### src/rtl/lsu_mem_sequencer_pkg.sv
// Shared definitions for the LSU memory sequencer: load/store size codes, FSM states and size decode.
package lsu_mem_sequencer_pkg;

    localparam logic [2:0] SEL_B  = 3'b000;
    localparam logic [2:0] SEL_H  = 3'b001;
    localparam logic [2:0] SEL_W  = 3'b010;
    localparam logic [2:0] SEL_BU = 3'b011;
    localparam logic [2:0] SEL_HU = 3'b100;

    typedef enum logic [1:0] {
        ST_IDLE  = 2'd0,
        ST_ISSUE = 2'd1,
        ST_RESP  = 2'd2
    } state_t;

    typedef enum logic [1:0] {
        SZ_BYTE = 2'd0,
        SZ_HALF = 2'd1,
        SZ_WORD = 2'd2
    } size_t;

    // Unused select codes 101..111 behave as full-word accesses.
    function automatic size_t access_size(input logic [2:0] sel);
        case (sel)
            SEL_B, SEL_BU: return SZ_BYTE;
            SEL_H, SEL_HU: return SZ_HALF;
            default:       return SZ_WORD;
        endcase
    endfunction

endpackage

### src/rtl/lsu_mem_sequencer_if.sv
// Core-request, response and data-memory signals of the LSU sequencer, bundled with both-side modports.
interface lsu_mem_sequencer_if;

    // Core side: a request transfers on a cycle with req_valid && req_ready; the core holds
    // req_valid and its fields until then. Response is a single-cycle rsp_valid pulse with no
    // backpressure. Memory side: mem_req and all mem_* fields hold until the cycle mem_ack is 1.
    logic        req_valid;
    logic        req_ready;
    logic        req_we;
    logic [2:0]  req_sel;
    logic [31:0] req_addr;
    logic [31:0] req_wdata;
    logic        rsp_valid;
    logic [31:0] rsp_rdata;
    logic        rsp_err;
    logic        mem_req;
    logic        mem_we;
    logic [31:0] mem_addr;
    logic [3:0]  mem_be;
    logic [31:0] mem_wdata;
    logic        mem_ack;
    logic [31:0] mem_rdata;

    modport slave (
        input  req_valid, req_we, req_sel, req_addr, req_wdata, mem_ack, mem_rdata,
        output req_ready, rsp_valid, rsp_rdata, rsp_err,
               mem_req, mem_we, mem_addr, mem_be, mem_wdata
    );

    modport master (
        output req_valid, req_we, req_sel, req_addr, req_wdata, mem_ack, mem_rdata,
        input  req_ready, rsp_valid, rsp_rdata, rsp_err,
               mem_req, mem_we, mem_addr, mem_be, mem_wdata
    );

endinterface

### src/rtl/lsu_mem_sequencer_lane_align.sv
// Combinational lane logic: load byte/half extraction with sign/zero extension, store byte enables and lane replication.
module lsu_mem_sequencer_lane_align
    import lsu_mem_sequencer_pkg::*;
(
    input  logic [2:0]  i_ld_sel,
    input  logic [1:0]  i_ld_off,
    input  logic [31:0] i_ld_raw,
    output logic [31:0] o_ld_data,
    input  logic        i_st_we,
    input  logic [2:0]  i_st_sel,
    input  logic [1:0]  i_st_off,
    input  logic [31:0] i_st_data,
    output logic [3:0]  o_st_be,
    output logic [31:0] o_st_wdata
);

    logic [7:0]  w_byte;
    logic [15:0] w_half;

    always_comb begin
        w_byte    = i_ld_raw[{i_ld_off, 3'b000} +: 8];
        w_half    = i_ld_off[1] ? i_ld_raw[31:16] : i_ld_raw[15:0];
        o_ld_data = i_ld_raw;
        case (i_ld_sel)
            SEL_B:   o_ld_data = {{24{w_byte[7]}}, w_byte};
            SEL_H:   o_ld_data = {{16{w_half[15]}}, w_half};
            SEL_BU:  o_ld_data = {24'd0, w_byte};
            SEL_HU:  o_ld_data = {16'd0, w_half};
            default: o_ld_data = i_ld_raw;
        endcase
    end

    // Loads always read the whole word; the lane is picked when the data returns.
    always_comb begin
        o_st_be    = 4'b1111;
        o_st_wdata = i_st_data;
        if (i_st_we) begin
            case (access_size(i_st_sel))
                SZ_BYTE: begin
                    o_st_be    = 4'b0001 << i_st_off;
                    o_st_wdata = {4{i_st_data[7:0]}};
                end
                SZ_HALF: begin
                    o_st_be    = i_st_off[1] ? 4'b1100 : 4'b0011;
                    o_st_wdata = {2{i_st_data[15:0]}};
                end
                default: begin
                    o_st_be    = 4'b1111;
                    o_st_wdata = i_st_data;
                end
            endcase
        end
    end

endmodule

### src/rtl/lsu_mem_sequencer.sv
// LSU memory sequencer: one core load/store at a time onto a req/ack data-memory port with timeout.
// Optional `LSU_MISALIGN_TRAP_EN: misaligned half/word accesses respond with an error and skip memory.
module lsu_mem_sequencer
    import lsu_mem_sequencer_pkg::*;
#(
    parameter int unsigned TIMEOUT_CYC = 255,
    parameter logic [31:0] RESET_PC_DC = 32'd0
) (
    input  logic   clk,
    input  logic   reset,
    lsu_mem_sequencer_if.slave bus,
    output state_t o_dbg_state
);

    localparam logic [7:0] LP_LIMIT = 8'(TIMEOUT_CYC - 1);

    state_t      r_state, w_next;
    logic        r_we;
    logic [2:0]  r_sel;
    logic [1:0]  r_off;
    logic [31:0] r_addr;
    logic [3:0]  r_be;
    logic [31:0] r_wdata;
    logic [31:0] r_rdata;
    logic        r_err;
    logic [7:0]  r_cnt;
    logic        w_misalign;
    logic        w_timeout;
    logic [31:0] w_ld_data;
    logic [3:0]  w_st_be;
    logic [31:0] w_st_wdata;

`ifdef LSU_MISALIGN_TRAP_EN
    assign w_misalign = ((access_size(bus.req_sel) == SZ_HALF) && bus.req_addr[0]) ||
                        ((access_size(bus.req_sel) == SZ_WORD) && (bus.req_addr[1:0] != 2'b00));
`else
    assign w_misalign = 1'b0;
`endif

    // The last allowed wait cycle is counter == limit-1, so mem_req stays up TIMEOUT_CYC cycles.
    assign w_timeout = (r_cnt == LP_LIMIT);

    lsu_mem_sequencer_lane_align u_lane (
        .i_ld_sel   (r_sel),
        .i_ld_off   (r_off),
        .i_ld_raw   (bus.mem_rdata),
        .o_ld_data  (w_ld_data),
        .i_st_we    (bus.req_we),
        .i_st_sel   (bus.req_sel),
        .i_st_off   (bus.req_addr[1:0]),
        .i_st_data  (bus.req_wdata),
        .o_st_be    (w_st_be),
        .o_st_wdata (w_st_wdata)
    );

    always_ff @(posedge clk or posedge reset) begin
        if (reset) r_state <= ST_IDLE;
        else       r_state <= w_next;
    end

    always_comb begin
        w_next = r_state;
        case (r_state)
            ST_IDLE:  if (bus.req_valid) w_next = w_misalign ? ST_RESP : ST_ISSUE;
            ST_ISSUE: if (bus.mem_ack || w_timeout) w_next = ST_RESP;
            ST_RESP:  w_next = ST_IDLE;
            default:  w_next = ST_IDLE;
        endcase
    end

    always_ff @(posedge clk or posedge reset) begin
        if (reset) begin
            r_we    <= 1'b0;
            r_sel   <= SEL_W;
            r_off   <= 2'b00;
            r_addr  <= RESET_PC_DC;
            r_be    <= 4'b0000;
            r_wdata <= RESET_PC_DC;
            r_rdata <= RESET_PC_DC;
            r_err   <= 1'b0;
            r_cnt   <= 8'd0;
        end else begin
            case (r_state)
                ST_IDLE: begin
                    r_cnt <= 8'd0;
                    r_err <= 1'b0;
                    if (bus.req_valid) begin
                        r_we    <= bus.req_we;
                        r_sel   <= bus.req_sel;
                        r_off   <= bus.req_addr[1:0];
                        r_addr  <= {bus.req_addr[31:2], 2'b00};
                        r_be    <= w_st_be;
                        r_wdata <= w_st_wdata;
                        if (w_misalign) begin
                            r_err   <= 1'b1;
                            r_rdata <= 32'd0;
                        end
                    end
                end
                ST_ISSUE: begin
                    if (bus.mem_ack) begin
                        r_rdata <= r_we ? 32'd0 : w_ld_data;
                        r_err   <= 1'b0;
                    end else if (w_timeout) begin
                        r_rdata <= 32'd0;
                        r_err   <= 1'b1;
                    end else begin
                        r_cnt <= r_cnt + 8'd1;
                    end
                end
                default: ;
            endcase
        end
    end

    assign bus.req_ready = (r_state == ST_IDLE);
    assign bus.rsp_valid = (r_state == ST_RESP);
    assign bus.rsp_rdata = r_rdata;
    assign bus.rsp_err   = r_err;
    assign bus.mem_req   = (r_state == ST_ISSUE);
    assign bus.mem_we    = r_we;
    assign bus.mem_addr  = r_addr;
    assign bus.mem_be    = r_be;
    assign bus.mem_wdata = r_wdata;
    assign o_dbg_state   = r_state;

endmodule

### src/flat_wrapper.sv
// flat-port wrapper written by rule: the top's interface ports become plain ports
module lsu_mem_sequencer_flat import lsu_mem_sequencer_pkg::*;
#(
    parameter int unsigned TIMEOUT_CYC = 255,
    parameter logic [31:0] RESET_PC_DC = 32'd0
)
  (clk, reset, o_dbg_state, bus_req_valid, bus_req_we, bus_req_sel, bus_req_addr, bus_req_wdata, bus_mem_ack, bus_mem_rdata, bus_req_ready, bus_rsp_valid, bus_rsp_rdata, bus_rsp_err, bus_mem_req, bus_mem_we, bus_mem_addr, bus_mem_be, bus_mem_wdata);
  lsu_mem_sequencer_if bus_i ();
  input  logic clk;
  input  logic reset;
  output state_t o_dbg_state;
  input wire logic [$bits(bus_i.req_valid)-1:0] bus_req_valid;
  input wire logic [$bits(bus_i.req_we)-1:0] bus_req_we;
  input wire logic [$bits(bus_i.req_sel)-1:0] bus_req_sel;
  input wire logic [$bits(bus_i.req_addr)-1:0] bus_req_addr;
  input wire logic [$bits(bus_i.req_wdata)-1:0] bus_req_wdata;
  input wire logic [$bits(bus_i.mem_ack)-1:0] bus_mem_ack;
  input wire logic [$bits(bus_i.mem_rdata)-1:0] bus_mem_rdata;
  output wire logic [$bits(bus_i.req_ready)-1:0] bus_req_ready;
  output wire logic [$bits(bus_i.rsp_valid)-1:0] bus_rsp_valid;
  output wire logic [$bits(bus_i.rsp_rdata)-1:0] bus_rsp_rdata;
  output wire logic [$bits(bus_i.rsp_err)-1:0] bus_rsp_err;
  output wire logic [$bits(bus_i.mem_req)-1:0] bus_mem_req;
  output wire logic [$bits(bus_i.mem_we)-1:0] bus_mem_we;
  output wire logic [$bits(bus_i.mem_addr)-1:0] bus_mem_addr;
  output wire logic [$bits(bus_i.mem_be)-1:0] bus_mem_be;
  output wire logic [$bits(bus_i.mem_wdata)-1:0] bus_mem_wdata;
  assign bus_i.req_valid = bus_req_valid;
  assign bus_i.req_we = bus_req_we;
  assign bus_i.req_sel = bus_req_sel;
  assign bus_i.req_addr = bus_req_addr;
  assign bus_i.req_wdata = bus_req_wdata;
  assign bus_i.mem_ack = bus_mem_ack;
  assign bus_i.mem_rdata = bus_mem_rdata;
  assign bus_req_ready = bus_i.req_ready;
  assign bus_rsp_valid = bus_i.rsp_valid;
  assign bus_rsp_rdata = bus_i.rsp_rdata;
  assign bus_rsp_err = bus_i.rsp_err;
  assign bus_mem_req = bus_i.mem_req;
  assign bus_mem_we = bus_i.mem_we;
  assign bus_mem_addr = bus_i.mem_addr;
  assign bus_mem_be = bus_i.mem_be;
  assign bus_mem_wdata = bus_i.mem_wdata;
  lsu_mem_sequencer #(.TIMEOUT_CYC(TIMEOUT_CYC), .RESET_PC_DC(RESET_PC_DC)) u_core (.clk(clk), .reset(reset), .bus(bus_i), .o_dbg_state(o_dbg_state));
endmodule
### config.mk
export PLATFORM = sky130hd
export DESIGN_NAME = lsu_mem_sequencer_flat
export DESIGN_NICKNAME = d
export VERILOG_FILES = /design/src/rtl/lsu_mem_sequencer_pkg.sv /design/src/rtl/lsu_mem_sequencer_if.sv /design/src/rtl/lsu_mem_sequencer_lane_align.sv /design/src/rtl/lsu_mem_sequencer.sv /design/src/flat_wrapper.sv
export SDC_FILE = /design/constraint.sdc
export NUM_CORES = 1
export LEC_CHECK = 0
export CORE_UTILIZATION = 45
export CTS_CLUSTER_DIAMETER = 120
export CTS_CLUSTER_SIZE = 28
export DETAILED_ROUTE_END_ITERATION = 8
export PLACE_DENSITY = 0.88
export SLEW_MARGIN = 0
export SYNTH_ARGS = -nofsm -noshare
export SYNTH_HDL_FRONTEND = slang
export SYNTH_SLANG_ARGS = --single-unit
### constraint.sdc
create_clock -name clk -period 4.23 [get_ports clk]
set_clock_uncertainty 0.1 [all_clocks]
set_input_delay 0.423 -clock clk [delete_from_list [all_inputs] [get_ports clk]]
set_output_delay 0.423 -clock clk [all_outputs]
set_load 0.02 [all_outputs]
Word level (Yosys, flattened, before mapping)

Cells that the tools add are included.

Bits in registers: 115
Bits of input ports: 104
Output and inout bits: 107
Word-level logic and storage cells: 63

Add/sub/neg operators: 1
Equality and inequality tests: 15
Shift-type cells: 2
Multiplexer cells: 21
Reductions and logical operators: 14

Operators with widths:

| operator                                             | number |
|---|---|
| 2-to-1 mux 32 bit                                    | 4 |
| case mux 32 bit (4 select lines)                     | 1 |
| case mux 32 bit (2 select lines)                     | 1 |
| variable part select 32 x 6 -> 8 bit                 | 1 |
| 2-to-1 mux 16 bit                                    | 1 |
| 2-to-1 mux 8 bit                                     | 2 |
| case mux 8 bit (2 select lines)                      | 1 |
| adder 8 x 1 -> 8 bit (second input constant)         | 1 |
| equality test 8 bit (second input constant)          | 1 |
| 2-to-1 mux 4 bit                                     | 2 |
| case mux 2 bit (2 select lines)                      | 2 |
| case mux 4 bit (2 select lines)                      | 1 |
| AND reduction 2 bit                                  | 4 |
| equality test 3 x 1 -> 1 bit (second input constant) | 2 |
| equality test 3 x 2 -> 1 bit (second input constant) | 2 |
| equality test 3 bit (second input constant)          | 2 |
| zero test 3 bit                                      | 2 |
| 2-to-1 mux 2 bit                                     | 3 |
| inequality test 2 bit (second input constant)        | 3 |
| equality test 2 x 1 -> 1 bit (second input constant) | 2 |
| zero test 2 bit                                      | 2 |
| nonzero test 2 bit                                   | 2 |
| OR reduction 2 bit                                   | 2 |
| left shift 1 x 2 -> 4 bit (first input constant)     | 1 |
| other kinds (7)                                      | 8 |

Depth between registers and ports, before layout

Word-level depth: 7
Gate-level depth with buffers: 8
Gate-level depth less buffers: 7

Hierarchy

From an unflattened synthesis, not the netlist that was laid out.

Cells, all modules: 558
Area, all modules: 6533.8 µm²

Modules (own cells, without submodules):

| module                       | times used | cells an instance | area an instance (µm²) | seq. area each (µm²) |
|---|---|---|---|---|
| lsu_mem_sequencer            | 1          | 291               | 4830.9                 | 2879.0 |
| lsu_mem_sequencer_lane_align | 1          | 267               | 1702.9                 | 0.0 |

Worst setup path after synthesis

No wires, ideal clock.

Kind: register to register
Start point: register u_core.r_state[0] (netlist: u_core.o_dbg_state[0])
End point: register u_core.r_wdata[10] (netlist: u_core.bus.mem_wdata[10])
Setup time: 0.121 ns
Arrival time: 1.823 ns
Data required time: 4.009 ns
Path slack: 2.186 ns
Stages on the path, launching flop included: 7
Period minus slack after synthesis: 2.044 ns
Cells stage by stage: dfrtp_1 buf_2 nor2_1 nand2_1 buf_2 clkbuf_1 a22o_1

Word-level cells in the longest chain between the ends: 2

Ends and longest elaborated chain:

| what                          | RTL line                | RTL |
|---|---|---|
| start, declared               | lsu_mem_sequencer.sv:17 | `state_t r_state, w_next;` |
| start signal, assigned        | lsu_mem_sequencer.sv:58 | `else r_state <= w_next;` |
| zero test 2 bit               | -                       |  |
| net bus_req_ready             | flat_wrapper.sv:19      | `output wire logic [$bits(bus_i.req_ready)-1:0] bus_req_ready;` |
| AND reduction 2 bit (no line) | -                       |  |
| end signal, assigned          | lsu_mem_sequencer.sv:93 | `r_wdata <= w_st_wdata;` |
| end, declared                 | lsu_mem_sequencer.sv:23 | `logic [31:0] r_wdata;` |

The timed path passes the listed nets, and every way through them passes these cells.
A chain may end at the register's enable or synchronous reset.

Worst setup path in the final report

Start point: register u_core.r_off[1]
End point: register u_core.r_rdata[10] (netlist: u_core.bus.rsp_rdata[10])

Word-level cells in the longest chain between the ends: 4
Elaborated cells between the ends (all ways): 5

Ends and longest elaborated chain:

| what                                                                             | RTL line                                                               | RTL |
|---|---|---|
| start, declared                                                                  | lsu_mem_sequencer.sv:20                                                | `logic [1:0] r_off;` |
| start signal, assigned                                                           | lsu_mem_sequencer.sv:90                                                | `r_off <= bus.req_addr[1:0];` |
| variable part select 32 x 6 -> 8 bit / 2-to-1 mux 16 bit (equally long branches) | lsu_mem_sequencer_lane_align.sv:21, lsu_mem_sequencer_lane_align.sv:22 |  |
| case mux 32 bit (4 select lines) *                                               | lsu_mem_sequencer_lane_align.sv:24                                     | `case (i_ld_sel)` |
| 2-to-1 mux 32 bit *                                                              | lsu_mem_sequencer.sv:102                                               | `r_rdata <= r_we ? 32'd0 : w_ld_data;` |
| 2-to-1 mux 32 bit *                                                              | lsu_mem_sequencer.sv:101                                               | `if (bus.mem_ack) begin` |
| end signal, assigned                                                             | lsu_mem_sequencer.sv:102                                               |  |
| end, declared                                                                    | lsu_mem_sequencer.sv:24                                                | `logic [31:0] r_rdata;` |

Mark *: on every way between the ends. The rest lies on a longest branch, timed or not.

==> results.json <==
{
  "place.gp.congestion": 0.865,
  "htreeDepth": 4,
  "power_density_nw_per_um2": 707,
  "synth_largest_area_cell": "dfrtp_1",
  "tns_ps": 0,
  "clk_latency_ps": 420,
  "finish.instance_area_sq_um": 8510,
  "clkTransAtPathRegs_ps": 50,
  "drc": 0,
  "cts_resized": 0,
  "start_util": 0.459,
  "vias": 5631,
  "layout_min_cycle_time_ps": 2670,
  "dp_hpwl_um": 11700,
  "dp_cells": 1005,
  "hold_class": "reg -> reg",
  "arrival_ps": 2860,
  "cts_num_sinks": 115,
  "dieArea_sq_um": 13300,
  "yosysTopAreaCellShare": 0.494,
  "finalHoldViolCount": 0,
  "finalWirelength_um": 17100,
  "drt-initial-drc-count": 584,
  "fp-row-count": 41,
  "ys_top_cells_by_count": "179 x nand2_1, 114 x dfrtp_1, 79 x o21ai_0",
  "synth.cell_area_sq_um": 5770,
  "layout-drive-gt1-share": 0.0543,
  "required_ps": 4420,
  "drt_pass1_iterations": 6,
  "grt_setup_unrepaired": "false",
  "avgSynthCellArea_sq_um": 8.66,
  "worstPathMaxFanout": 37,
  "synth_seq_area_share": 0.499,
  "synth_edf_count": 0,
  "synthTopCellsByArea": "dfrtp_1 49%, nand2_1 12%, o21ai_0 6.9%, nor2_1 4.1%, mux2i_1 3.6%",
  "clock_path_buffers": 2,
  "syn_to_final_growth_pct": 47.5,
  "cp-start-kind": "register",
  "maxSlewViolCount": 0,
  "postCtsSetupBuffers": 0,
  "synth_flop_cell": "dfrtp_1",
  "num_antenna_cells": 0,
  "cts_made_buffers": 17,
  "grt_pass1_vias": 5285,
  "grt_max_degree": 84,
  "drtAntennaViolNets": 0,
  "dp_slack_ps": 1610,
  "cts_tree": "done",
  "portBuffers": 208,
  "final_cells": 1037,
  "synthCells": 666,
  "fmax_ghz": 0.374,
  "grt_pass1_wl_um": 26600,
  "fin_nets": 958,
  "wl_per_cell_um": 16.5,
  "placed_area_sq_um": 7890,
  "p_leak_nw": 3.77,
  "io_pins": 211,
  "fillCellCount": 988,
  "ir_worst_vdd_uv": 401,
  "hold_buffers": 0,
  "critical_path_class": "reg -> reg",
  "coreArea_sq_um": 12600,
  "synth_most_common_cell": "nand2_1",
  "end_kind": "register",
  "holdWs_ps": 374,
  "drv_cap": 0,
  "layout_setup_ws_ps": 1560,
  "die_h_um": 115,
  "worstMarginPinSlew_ps": 1140,
  "relSlewSlack": 0.239,
  "ys_ff_latch": 115,
  "root_buffer": "clkbuf_16",
  "grt_overflow": 0,
  "synth_cell_type_count": 45,
  "antenna_found_initial": 0,
  "outcome": "complete, no violations",
  "via_per_inst": 5.43,
  "ys_warn_count": 0,
  "period_share": 0.632,
  "setup_viol": 0,
  "grt_use_total": 0.264,
  "dieWidth_um": 115,
  "ys_async_sr_fraction": 1.00
}
==> layout by cell type (no fill, tap or decap), types with 3 or more instances in the layout <==
| cell type | Yosys | routed |
|---|---|---|
| clkinv_2 | 0 | 5 |
| nand2_1 | 179 | 178 |
| and2_1 | 4 | 3 |
| nor2_1 | 63 | 63 |
| a22o_1 | 18 | 18 |
| a32o_1 | 7 | 7 |
| a31oi_1 | 11 | 11 |
| inv_1 | 15 | 14 |
| xnor2_1 | 4 | 4 |
| bufinv_16 | 0 | 4 |
| a21oi_1 | 23 | 23 |
| clkdlybuf4s50_1 | 0 | 208 |
| clkbuf_8 | 0 | 3 |
| clkbuf_16 | 0 | 17 |
| dfrtp_1 | 114 | 114 |
| nor2b_1 | 13 | 13 |
| mux2i_1 | 21 | 21 |
| nor3_1 | 13 | 13 |
| a221o_1 | 8 | 8 |
| a22oi_1 | 14 | 14 |
| nand3_1 | 4 | 4 |
| o21ai_0 | 79 | 79 |
| buf_4 | 4 | 6 |
==> critical path, cell delays in order, from the launching register on <==
cell and delay, ps:
dfrtp_1 1040, nor2b_1 540, a22o_1 380, o21ai_0 170, a32o_1 320
==> logic make-up (layout without fill, tap and decap cells) <==
group                    after synthesis  count (layout)  synth area share
flip-flops                           115             115             0.499
adder cells (fa/ha/maj)                2               2           0.00434
AND/OR/NAND/NOR                      286             286             0.206
other                                  1               2          0.000650
multiplexers                          24              24            0.0442
XOR/XNOR                               4               4           0.00607
AO/OA/AOI/OAI                        171             171             0.189
buffers and inverters                 63             261            0.0510
==> final cells by class <==
class | instances | area [sq um] | share of cell area
Clock inverter | 10 | 154 | 0.0181
Timing Repair Buffer | 214 | 2130 | 0.250
Tap cell | 172 | 215 | 0.0253
Inverter | 15 | 58.8 | 0.00691
Multi-Input combinational cell | 489 | 2610 | 0.306
Sequential cell | 115 | 2880 | 0.338
Clock buffer | 22 | 474 | 0.0557
==> metal layers <==
layer / vias to the layer above / routed length, um / global-route usage
li1: 2656 / - / -
met1: 2634 / 6950 / 0.333
met2: 307 / 8220 / 0.419
met3: 34 / 1570 / 0.0865
met4: 0 / 386 / 0.106
met5: - / 0 / 0
==> state kept, by name, indices dropped and copies added, names as in the netlist <==
signal                cells
u_core.bus.mem_wdata     32
u_core.bus.rsp_rdata     32
u_core.bus.mem_addr      30
u_core.r_cnt              8
u_core.bus.mem_be         4
u_core.r_sel              3
u_core.o_dbg_state        2
u_core.r_off              2
u_core.bus.mem_we         1
u_core.bus.rsp_err        1
==> through the flow <==
| step | utilization | total power [mW] |
|---|---|---|
| 2_1_floorplan | - | 3.30 |
| 3_3_place_gp | 0.627 | 4.42 |
| 3_5_place_dp | 0.627 | 4.48 |
| 4_1_cts | 0.677 | 6.04 |
| 5_1_grt | 0.677 | 6.35 |
| 6_report | 0.677 | 6.02 |
==> worst paths after layout <==
| kind | slack, ps | cells past startpoint | startpoint | end |
|---|---|---|---|---|
| hold / removal | 370 | 1 | u_core.bus.rsp_rdata[7] | u_core.bus.rsp_rdata[7] |
| setup reg to reg | 1560 | 4 | u_core.r_off[1] | u_core.bus.rsp_rdata[10] |
| hold reg to reg | 370 | 1 | u_core.bus.rsp_rdata[7] | u_core.bus.rsp_rdata[7] |
| min in group asynchronous | 510 | 2 | reset | u_core.r_cnt[6] |
| setup / recovery | 1560 | 4 | u_core.r_off[1] | u_core.bus.rsp_rdata[10] |
| max in group asynchronous | 2630 | 3 | reset | u_core.r_sel[1] |
==> where the power goes <==
part	total, mW	switching (mW)	internal (mW)
logic	2.57	1.37	1.20
clock network	1.52	0.494	1.03
registers	1.92	0.396	1.53
total	6.02	2.26	3.76
Power figures use the tool's default switching activity.
